$ cat config.mk
export PLATFORM = sky130hd
export DESIGN_NAME = uart_tx_flat
export DESIGN_NICKNAME = d
export VERILOG_FILES = /design/src/rtl/uart_tx_pkg.sv /design/src/rtl/uart_tx_if.sv /design/src/rtl/uart_baud_tick.sv /design/src/rtl/uart_tx.sv /design/src/flat_wrapper.sv
export SDC_FILE = /design/constraint.sdc
export NUM_CORES = 1
export LEC_CHECK = 0
export BUFFER_PORTS_ARGS = -buffer_cell sky130_fd_sc_hd__buf_2
export CORE_ASPECT_RATIO = 1.1
export CORE_UTILIZATION = 51
export DETAILED_ROUTE_END_ITERATION = 12
export GPL_TIMING_DRIVEN = 1
export PLACE_DENSITY = 0.7
export SLEW_MARGIN = 0
export SYNTH_ARGS = -nofsm -noshare
export SYNTH_HDL_FRONTEND = slang
export SYNTH_SLANG_ARGS = --single-unit
export TNS_END_PERCENT = 100
$ cat constraint.sdc
create_clock -name clk -period 4.5 [get_ports clk]
set_clock_uncertainty 0.2 [all_clocks]
set_input_delay 0 -clock clk [delete_from_list [all_inputs] [get_ports clk]]
set_output_delay 0 -clock clk [all_outputs]
set_load 0.02 [all_outputs]
$ cat src/rtl/uart_tx_pkg.sv
// Shared UART definitions: state encodings, default clocking and the bit-period derivation
// (also intended for the future receiver).
package uart_tx_pkg;

   localparam int DEF_CLK_FREQ = 50_000_000;
   localparam int DEF_BAUD     = 115_200;

   typedef enum logic [2:0] {
      IDLE   = 3'd0,
      START  = 3'd1,
      DATA   = 3'd2,
      PARITY = 3'd3,
      STOP   = 3'd4
   } state_t;

   // Clocks per bit, truncated toward zero
   function automatic int clks_per_bit(input int clk_freq, input int baud);
      return clk_freq / baud;
   endfunction

endpackage

$ cat src/rtl/uart_tx_if.sv
// Byte-level handshake between the buffered TX stage (master) and the transmitter (slave).
interface uart_tx_if;

   logic       txStart;
   logic [7:0] txData;
   logic       txBusy;
   logic       txDone;

   modport master (output txStart, txData, input txBusy, txDone);
   modport slave  (input txStart, txData, output txBusy, txDone);

endinterface

$ cat src/rtl/uart_baud_tick.sv
// Clear-able bit-period counter: counts 0..CLKS_PER_BIT-1 and flags the last count as a bit boundary.
module uart_baud_tick #(
   parameter int CLKS_PER_BIT = 434
) (
   input  logic clk,
   input  logic rst,
   input  logic clr,
   output logic tick
);

   localparam int            CW   = $clog2(CLKS_PER_BIT);
   localparam logic [CW-1:0] LAST = CW'(CLKS_PER_BIT - 1);

   logic [CW-1:0] cnt;

   assign tick = (cnt == LAST);

   always_ff @(posedge clk or posedge rst) begin
      if (rst) begin
         cnt <= '0;
      end else if (clr || tick) begin
         cnt <= '0;
      end else begin
         cnt <= cnt + 1'b1;
      end
   end

endmodule

$ cat src/rtl/uart_tx.sv
// 8-bit LSB-first UART transmitter, 1 start bit, 1-2 stop bits, idle-high registered line.
// Optional parity bit enabled by defining UART_TX_PARITY_EN.
module uart_tx
   import uart_tx_pkg::*;
#(
   parameter int CLK_FREQ     = DEF_CLK_FREQ,
   parameter int BAUD         = DEF_BAUD,
   parameter int CLKS_PER_BIT = clks_per_bit(CLK_FREQ, BAUD),
   parameter int STOP_BITS    = 1,
   parameter int PARITY_ODD   = 0
) (
   input  logic     clk,
   input  logic     rst,
   uart_tx_if.slave bus,
   output logic     tx
);

   localparam logic [2:0] STOP_LAST = 3'(STOP_BITS - 1);

   if (CLKS_PER_BIT < 2 || (STOP_BITS != 1 && STOP_BITS != 2) ||
       PARITY_ODD < 0 || PARITY_ODD > 1) begin : g_bad_cfg
      $error("uart_tx: unsupported parameter set");
   end

   state_t     state, state_n;
   logic [7:0] shreg, shreg_n;
   logic [2:0] idx, idx_n;
   logic       busy, busy_n;
   logic       done, done_n;
   logic       tx_n;
   logic       clr;
   logic       tick;

`ifdef UART_TX_PARITY_EN
   logic [7:0] lat, lat_n;
   logic       par_bit;

   // Parity comes from the accepted byte; the shift register has been consumed by now
   assign par_bit = (PARITY_ODD != 0) ? ~^lat : ^lat;
`endif

   uart_baud_tick #(.CLKS_PER_BIT(CLKS_PER_BIT)) u_baud (
      .clk  (clk),
      .rst  (rst),
      .clr  (clr),
      .tick (tick)
   );

   always_comb begin
      state_n = state;
      shreg_n = shreg;
      idx_n   = idx;
      busy_n  = busy;
      done_n  = 1'b0;
      tx_n    = tx;
      clr     = 1'b0;
`ifdef UART_TX_PARITY_EN
      lat_n   = lat;
`endif
      case (state)
         IDLE: begin
            tx_n   = 1'b1;
            busy_n = 1'b0;
            if (bus.txStart) begin
               shreg_n = bus.txData;
`ifdef UART_TX_PARITY_EN
               lat_n   = bus.txData;
`endif
               busy_n  = 1'b1;
               tx_n    = 1'b0;
               idx_n   = 3'd0;
               clr     = 1'b1;
               state_n = START;
            end
         end
         START: begin
            if (tick) begin
               tx_n    = shreg[0];
               shreg_n = {1'b0, shreg[7:1]};
               state_n = DATA;
            end
         end
         DATA: begin
            if (tick) begin
               if (idx == 3'd7) begin
                  idx_n = 3'd0;
`ifdef UART_TX_PARITY_EN
                  tx_n    = par_bit;
                  state_n = PARITY;
`else
                  tx_n    = 1'b1;
                  state_n = STOP;
`endif
               end else begin
                  tx_n    = shreg[0];
                  shreg_n = {1'b0, shreg[7:1]};
                  idx_n   = idx + 3'd1;
               end
            end
         end
`ifdef UART_TX_PARITY_EN
         PARITY: begin
            if (tick) begin
               tx_n    = 1'b1;
               idx_n   = 3'd0;
               state_n = STOP;
            end
         end
`endif
         STOP: begin
            if (tick) begin
               // idx counts stop bits here; the last boundary releases the line
               if (idx == STOP_LAST) begin
                  busy_n  = 1'b0;
                  done_n  = 1'b1;
                  state_n = IDLE;
               end else begin
                  idx_n = idx + 3'd1;
               end
            end
         end
         default: begin
            tx_n    = 1'b1;
            busy_n  = 1'b0;
            state_n = IDLE;
         end
      endcase
   end

   always_ff @(posedge clk or posedge rst) begin
      if (rst) begin
         state <= IDLE;
         shreg <= '0;
         idx   <= '0;
         busy  <= 1'b0;
         done  <= 1'b0;
         tx    <= 1'b1;
`ifdef UART_TX_PARITY_EN
         lat   <= '0;
`endif
      end else begin
         state <= state_n;
         shreg <= shreg_n;
         idx   <= idx_n;
         busy  <= busy_n;
         done  <= done_n;
         tx    <= tx_n;
`ifdef UART_TX_PARITY_EN
         lat   <= lat_n;
`endif
      end
   end

   assign bus.txBusy = busy;
   assign bus.txDone = done;

endmodule

$ cat src/flat_wrapper.sv
// flat-port wrapper written by rule: the top's interface ports become plain ports
module uart_tx_flat import uart_tx_pkg::*;
#(
   parameter int CLK_FREQ     = DEF_CLK_FREQ,
   parameter int BAUD         = DEF_BAUD,
   parameter int CLKS_PER_BIT = clks_per_bit(CLK_FREQ, BAUD),
   parameter int STOP_BITS    = 1,
   parameter int PARITY_ODD   = 0
)
  (clk, rst, tx, bus_txStart, bus_txData, bus_txBusy, bus_txDone);
  uart_tx_if bus_i ();
  input  logic clk;
  input  logic rst;
  output logic tx;
  input wire logic [$bits(bus_i.txStart)-1:0] bus_txStart;
  input wire logic [$bits(bus_i.txData)-1:0] bus_txData;
  output wire logic [$bits(bus_i.txBusy)-1:0] bus_txBusy;
  output wire logic [$bits(bus_i.txDone)-1:0] bus_txDone;
  assign bus_i.txStart = bus_txStart;
  assign bus_i.txData = bus_txData;
  assign bus_txBusy = bus_i.txBusy;
  assign bus_txDone = bus_i.txDone;
  uart_tx #(.CLK_FREQ(CLK_FREQ), .BAUD(BAUD), .CLKS_PER_BIT(CLKS_PER_BIT), .STOP_BITS(STOP_BITS), .PARITY_ODD(PARITY_ODD)) u_core (.clk(clk), .rst(rst), .bus(bus_i), .tx(tx));
endmodule
==> Word level (Yosys, flattened, before mapping) <==
Cells that the tools add are included.
{ "totals": {"regBits": 26, "in_bits": 11, "output_inout_bits": 3, "elab_cells": 67} }
{ "classes": {"add_sub_neg": 2, "eq_ne": 13, "n_mux": 32, "bitwise_logic": 2, "n_reduce_logical": 11} }
{ "ops": {"columns": ["op", "count"], "rows": [
  ["$mux 3", 11],
  ["$mux 8", 4],
  ["$pmux 8 s3", 1],
  ["$ne 2x2->1 const B", 6],
  ["$pmux 3 s4", 1],
  ["$mux 1", 11],
  ["$reduce_and 5->1", 2],
  ["$add 9x1->9 const B", 1],
  ["$eq 9x9->1 const B", 1],
  ["$mux 9", 1],
  ["$pmux 3 s3", 1],
  ["$eq 3x3->1 const B", 2],
  ["$logic_not 3->1", 2],
  ["$reduce_and 3->1", 2],
  ["$reduce_and 6->1", 1],
  ["$reduce_bool 3->1", 2],
  ["$ne 2x1->1 const B", 2],
  ["$pmux 1 s4", 1],
  ["$add 3x1->3 const B", 1],
  ["$eq 3x1->1 const B", 1],
  ["$eq 3x2->1 const B", 1],
  ["$pmux 1 s3", 1],
  ["$not 1->1", 2],
  ["$reduce_or 2->1", 1],
  ["$logic_or 1x1->1", 1]
]} }

==> Depth between registers and ports, before layout <==
Gate-level depths: netlist of run 1.
{ "depth": {"word_depth": 4, "mapped_depth": 6, "depth_no_buf": 6} }

==> Modules after synthesis <==
A second synthesis of run 1 with hierarchy kept.
{ "hier_totals": {"cells_unflattened": 146, "area_unflattened_um2": 1535.2} }
{ "by_module_without_submodules": {"columns": ["mod", "n_inst", "cells_per_inst", "area_per_inst_um2", "seq_area_each_um2"], "rows": [
  ["uart_tx", 1, 97, 1046.0, 426.7],
  ["uart_baud_tick", 1, 49, 489.2, 225.2]
]} }

==> Least setup slack after synthesis of run 1 <==
OpenSTA, ideal clock, no wires.
{ "synth_timing": {"kind": "register to register", "start": "register u_core.idx[0]", "end": "register u_core.shreg[1]", "setup_ps": 125, "arrival_time_ps": 1792, "t_required_ps": 4175, "setup_slack_ps": 2384, "path_stages_with_launch": 7, "n_path_buf": 0, "period_less_slack_ps": 2116, "cell_sequence": "dfrtp_1 -> ha_1 -> ha_1 -> o21ai_0 -> o31ai_1 -> a211oi_4 -> mux2_2"} }
{ "synth_via": {"elab_chain_cells": 3} }
{ "synth_rtl": {"columns": ["element", "line_no", "source"], "rows": [
  ["start, declared", "uart_tx.sv:27", "logic [2:0] idx, idx_n;"],
  ["start signal, assigned", "uart_tx.sv:144", "idx <= idx_n;"],
  ["$eq 3x3->1", "uart_tx.sv:85", "if (idx == 3'd7) begin"],
  ["$ne 2x2->1 (no line)", null, null],
  ["$reduce_and 5->1 (no line)", null, null],
  ["end signal, assigned", "uart_tx.sv:143", "shreg <= shreg_n;"],
  ["end, declared", "uart_tx.sv:26", "logic [7:0] shreg, shreg_n;"]
]} }
No other way between the ends.
A chain may end at the register's enable or synchronous reset.

==> Worst setup path in the final report of run 1 <==
{ "layout_timing": {"start": "register u_core.idx[0]", "end": "register u_core.shreg[5]"} }
The elaborated chain is that of the path after synthesis.

==> results.cfg, run 1 <==
[run_status]
outcome = completed

[drt]
wl_met1_um = 1129
routed_wirelength_um = 2643
ant_nets = 0
drt_iter0_drc = 22
wl_per_cell_um = 13.98
wl_met3_um = 55
first_pass_iters = 4
vias_per_cell = 5.429
route.detailed.drc = 0
via_count = 1026
wl_met2_um = 1439
routed.top_layer = met4

[sta]
final.min_clock_period_ns = 2.343
tightest_slew_ns = 0.9555
min_period_over_period_pct = 52.06
drv_slew = 0
setup_viol_count_final = 0
fin_setup_tns_ns = 0
max_clock_freq_mhz = 426.9
rsz0062_at_grt = no
hold_viol = 0
maxSlewHeadroom_pct = 36.23

[logic_synthesis]
syn_area_per_cell_um2 = 10.62
synth_commonest_cells = 25 x dfrtp_1, 18 x nor2_1, 14 x mux2_2, 7 x inv_1, 6 x xnor2_1
synth_most_common_cell = dfrtp_1
ys_ff_latch = 26
synth_area_leader_cell = dfrtp_1
synthArstFlopShare_pct = 100.0
synth_area_leaders = dfrtp_1 44%, mux2_2 11%, nor2_1 4.7%, ha_1 4.4%, xnor2_1 3.7%
syn-num-nets = 151
netlist.area_leader.share_pct = 43.63
ys.flop_type = dfrtp_1
synth.distinct_cells = 39
synth_edf_count = 0
netlist_area_mm2 = 0.001434
netlist_instances = 135
yosysWarnings = 0
yosysSeqAreaShare_pct = 45.46

[job]
max_cap_violations = 0

[hold_path]
hp-class = input pin to asynchronous set/reset pin

[power]
p_leak_nw = 0.7443
power_mw = 0.5406
ir_worst_vdd_v = 0.0002722
power.density_mw_per_mm2 = 327.1

[floorplan]
rows = 19
die-area_mm2 = 0.003028
initial_core_util_pct = 55.34
die_h_um = 57.61
num_io_pins = 14
die_w_um = 52.56
core_mm2 = 0.002591

[global_routing]
grt_max_degree = 27
grt_pass1_wl_um = 4595
grt_antenna_before_repair = 0
track_usage_pct = 20.41
grt_pass1_vias = 1090
grt_overflow = 0

[place]
globalplace.congestion = 0.7916
hpwl_um = 1803
place_area_mm2 = 0.001516
port_buffers = 13

[clock_network]
path_clk_slew_ns = 0.13
cts_setup_buffers = 0
cts.path.max_buffers = 2
cts_root_buf = clkbuf_4
cts.sinks = 26
numCtsBuffers = 3
htree_num_levels = 1
insertion_delay_ns = 0.31
cts_tree = done

[critical_path]
worst-setup-path-type = flop to flop
crit_top_cell = ha_1
critPathSlowestCell = a211oi_4
crit_path_start_kind = flop
cp_max_fo = 8
cp.arrival_ns = 2.35
required_ns = 4.51
cp_cell_sequence = ha_1 -> ha_1 -> o21ai_0 -> o31ai_1 -> a211oi_4 -> mux2_2
end_kind = flop
worst_path_largest_cell_delay_ns = 0.47

[final_layout]
drive_gt1_share_pct = 23.42
areaGrowthSynthToFinish_pct = 15.27
fin_util_pct = 63.79
final_cell_area_mm2 = 0.001653
nets = 175
n_antenna_cell = 0
## cell type report
type | count | area, um2
repair buffers | 24 | 175.2
clock buffers | 4 | 26.28
multi-input cells | 97 | 734.5
inverters | 7 | 26.28
fillers | 223 | 938.4
flip-flops and latches | 26 | 651.9
well taps | 31 | 38.79
## cell usage in the layout, fill, tap and decap left out, drive strengths merged, types with 2 or more instances in the layout
cell         netlist  layout
a211oi             2       2
a21oi              4       4
and3               2       2
buf                3      13
clkbuf             2       4
dfrtp             25      25
dlygate4sd3        0      11
ha                 5       5
inv                7       7
mux2              14      14
mux2i              3       3
nand2              5       5
nand2b             4       4
nand3              5       5
nand4              2       2
nor2              18      18
nor2b              3       3
nor3               2       2
nor3b              2       2
o21ai              4       4
xnor2              6       6
xor2               3       3
## metal layers
metal	track usage, %	vias to the layer above
met5	0	-
met4	7.519	0
met3	2.362	2
met2	37.61	15
met1	23.67	497
li1	-	512
## power by group
| part | internal (mW) | switching (mW) | total (mW) |
|---|---|---|---|
| Combinational | 0.0638 | 0.0602 | 0.124 |
| Sequential | 0.275 | 0.0430 | 0.318 |
| Clock | 0.0346 | 0.0638 | 0.0984 |
| Total | 0.374 | 0.167 | 0.541 |
## final timing paths
| path | end | from | depth (start not counted) | slack, ns |
|---|---|---|---|---|
| min in group clk | u_core.u_baud.cnt[0]$_DFF_PP0_ | u_core.u_baud.cnt[0]$_DFF_PP0_ | 1 | 0.32 |
| max in group asynchronous | u_core.shreg[7]$_DFFE_PP0P_ | rst | 3 | 3.28 |
| hold reg to reg | u_core.u_baud.cnt[0]$_DFF_PP0_ | u_core.u_baud.cnt[0]$_DFF_PP0_ | 1 | 0.32 |
| setup / recovery | u_core.shreg[5]$_DFFE_PP0P_ | u_core.idx[0]$_DFFE_PP0P_ | 6 | 2.16 |
| hold / removal | u_core.u_baud.cnt[1]$_DFF_PP0_ | rst | 3 | 0.25 |
| setup reg to reg | u_core.shreg[5]$_DFFE_PP0P_ | u_core.idx[0]$_DFFE_PP0P_ | 6 | 2.16 |
## state kept, by name, summed over array words and instances, names as in the netlist
| signal | count |
|---|---|
| u_core.bus.txBusy | 1 |
| u_core.u_baud.cnt | 9 |
| u_core.state | 3 |
| u_core.bus.txDone | 1 |
| u_core.idx | 3 |
| u_core.tx | 1 |
| u_core.shreg | 8 |
## stage by stage
stage	hold WS [ns]	setup slack (ns)	std cells
6_report	0.2456	2.157	189
5_1_grt	0.3342	2.008	189
4_1_cts	0.2593	2.176	189
3_5_place_dp	0.06657	2.203	174
3_3_place_gp	0.05639	2.254	174
2_1_floorplan	-0.1607	2.384	135
## cell families (layout without fill, tap and decap cells)
| kind of cell | after synthesis | after routing | synth area share [%] |
|---|---|---|---|
| multiplexers | 17 | 17 | 13.09 |
| buffers and inverters | 12 | 35 | 3.316 |
| AO/OA/AOI/OAI | 17 | 17 | 8.989 |
| AND/OR/NAND/NOR | 49 | 49 | 18.76 |
| flip-flops | 26 | 26 | 45.46 |
| XOR/XNOR | 9 | 9 | 6.021 |
| adder cells (fa/ha/maj) | 5 | 5 | 4.363 |
## worst max-delay path, delay by kind of cell (launching register included)
family / cells / cell delay (ns)
mux: 1 / 0.40
flops: 1 / 0.43
compound gates: 3 / 0.79
fa+ha+maj: 2 / 0.42
## what timing repair did
action | CTS | global route
hold buffers | 11 | 0
gates resized for setup | 0 | 0
hold endpoints to repair | 36 | 0
Note: power is estimated with default switching activity, not from simulation.
==> run 2, diff against run 1 <==
PLACE_DENSITY = 0.73   (was 0.7)
clock period = 2 ns   (was 4.5 ns; I/O delays follow)
==> results.cfg, run 2 (synthesis results as in run 1) <==
[place]
hpwl_um = 2052
port_buffers = 13
globalplace.congestion = 0.9008
dp_cells = 193

[sta]
rsz0062_at_grt = yes
drv_slew = 0
hold_slack_ns = 0.06463
hold_viol = 0
final.min_clock_period_ns = 1.986
maxSlewHeadroom_pct = 75.19
max_clock_freq_mhz = 503.6
tightest_slew_ns = 0.3713
setup_viol_count_final = 0
min_period_over_period_pct = 99.28

[critical_path]
worst-setup-path-type = flop to flop
r2r_end = u_core.shreg[5]$_DFFE_PP0P_
worst_path_largest_cell_delay_ns = 0.40
cp_cell_sequence = inv_1 -> ha_1 -> and4b_2 -> nand4_4 -> a211oi_4 -> buf_6 -> mux2_2
r2r_cells = 7
crit_path_start_kind = flop
reg2reg_from = u_core.u_baud.cnt[1]$_DFF_PP0_
reg2reg_slack_ns = 0.01
end_kind = flop
cp_max_fo = 8
critPathSlowestCell = dfrtp_1
required_ns = 2.01
cp.arrival_ns = 2.00

[clock_network]
cts.path.max_buffers = 2
cts.sinks = 26
path_clk_slew_ns = 0.14
numCtsBuffers = 3
insertion_delay_ns = 0.31
cts_tree = done
cts_root_buf = clkbuf_4
htree_num_levels = 1

[power]
p_comb_share_pct = 28.3
power.density_mw_per_mm2 = 706.8
switchingPower_mw = 0.3994
ir_worst_vdd_v = 0.0006513
p_clk_share_pct = 19.7
p_leak_nw = 0.8646
pwr-share-seq_pct = 52.0
p_sw_share_pct = 30.05
p_int_mw = 0.9297

[floorplan]
core_mm2 = 0.002591
die-area_mm2 = 0.003028
num_io_pins = 14
initial_core_util_pct = 55.34
die_w_um = 52.56
rows = 19
die_h_um = 57.61

[final_layout]
final_cells = 210
nets = 196
top_regs = u_core.u_baud.cnt x9, u_core.shreg x8
areaGrowthSynthToFinish_pct = 31.15
final_cell_mix = 25 x dfrtp_1, 20 x buf_4, 18 x nor2_1
final_common_cell = dfrtp_1
largest_reg_flops = 9
drive_gt1_share_pct = 36.31
regMostFlops = u_core.u_baud.cnt
n_antenna_cell = 0

[global_routing]
grt_antenna_before_repair = 0
grt_pass1_wl_um = 4595
grt_max_degree = 27
grt_pass1_vias = 1107
grt_overflow = 0
track_usage_pct = 20.27

[drt]
ant_nets = 0
via_count = 1111
first_pass_iters = 4
route.detailed.drc = 0
drt_iter0_drc = 29
wl_per_cell_um = 13.59
vias_per_cell = 5.290
routed_wirelength_um = 2854

[job]
max_cap_violations = 0

[run_status]
outcome = completed

[hold_path]
hp-class = input pin to asynchronous set/reset pin
[run 2: metrics by stage]
stage | instance area [um2] | utilization [%] | worst slack, ns | TNS, ns | power [mW]
floorplan | 1445 | - | -0.05658 | -0.2951 | 0.9178
global placement | 1670 | 64.46 | 0.02876 | 0 | 1.022
detailed placement | 1670 | 64.46 | -0.02379 | -0.1315 | 1.047
CTS | 1841 | 71.03 | 0.0004476 | 0 | 1.342
global route | 1881 | 72.57 | -0.04855 | -0.2205 | 1.420
finish | 1881 | 72.57 | 0.01448 | 0 | 1.329
[run 2: worst max-delay path by stage]
stage	slack (ns)	cells after the start	endpoint	startpoint
after floorplan	-0.06	6	u_core.shreg[1]$_DFFE_PP0P_	u_core.u_baud.cnt[1]$_DFF_PP0_
after global placement	0.03	7	u_core.shreg[6]$_DFFE_PP0P_	u_core.u_baud.cnt[1]$_DFF_PP0_
after detailed placement	-0.02	6	u_core.idx[2]$_DFFE_PP0P_	u_core.u_baud.cnt[1]$_DFF_PP0_
after CTS	0.0004	7	u_core.shreg[5]$_DFFE_PP0P_	u_core.u_baud.cnt[1]$_DFF_PP0_
after global routing	-0.05	7	u_core.shreg[1]$_DFFE_PP0P_	u_core.u_baud.cnt[1]$_DFF_PP0_
final	0.01	7	u_core.shreg[5]$_DFFE_PP0P_	u_core.u_baud.cnt[1]$_DFF_PP0_
[run 2: worst max-delay path: cells and delay by family, from the launching register on]
| family | cells | cell delay, ns |
|---|---|---|
| adder cells (fa/ha/maj) | 1 | 0.12 |
| multiplexers | 1 | 0.33 |
| buffers and inverters | 2 | 0.22 |
| AO/OA/AOI/OAI | 1 | 0.23 |
| AND/OR/NAND/NOR | 2 | 0.38 |
| flip-flops | 1 | 0.40 |
[run 2: what timing repair did]
action / 4_1_cts / 5_1_grt
cloned: 0 / 0
hold buffers: 11 / 0
gates resized for setup: 3 / 9
setup buffers: 1 / 1
hold endpoints to repair: 37 / 0
setup endpoints to repair: 9 / 10
pin swaps: 2 / 4
[run 2: area by class of cell]
| class | instances | area [um2] |
|---|---|---|
| clock buffer | 4 | 36.28 |
| fill | 181 | 710.7 |
| inverter | 7 | 26.28 |
| multi-input combinational | 97 | 790.8 |
| sequential | 26 | 651.9 |
| tap | 31 | 38.79 |
| timing repair buffer | 45 | 336.6 |
[run 2: power by group through the flow]
| stage | clock [mW] | combinational (mW) | sequential [mW] |
|---|---|---|---|
| after detailed placement | 0 | 0.345 | 0.702 |
| after CTS | 0.273 | 0.378 | 0.692 |
| final | 0.262 | 0.376 | 0.691 |
| after floorplan | 0 | 0.208 | 0.710 |
| after global routing | 0.291 | 0.428 | 0.702 |
| after global placement | 0 | 0.326 | 0.696 |
[run 2: layer usage]
| layer | track usage, % | vias to the layer above | share of wire (%) | wire (um) |
|---|---|---|---|---|
| li1 | - | 551 | - | - |
| met1 | 24.74 | 549 | 45 | 1281 |
| met2 | 36.89 | 9 | 53 | 1510 |
| met3 | 2.625 | 2 | 1.5 | 43 |
| met4 | 5.263 | 0 | 0.67 | 19 |
| met5 | 0 | - | 0 | 0 |
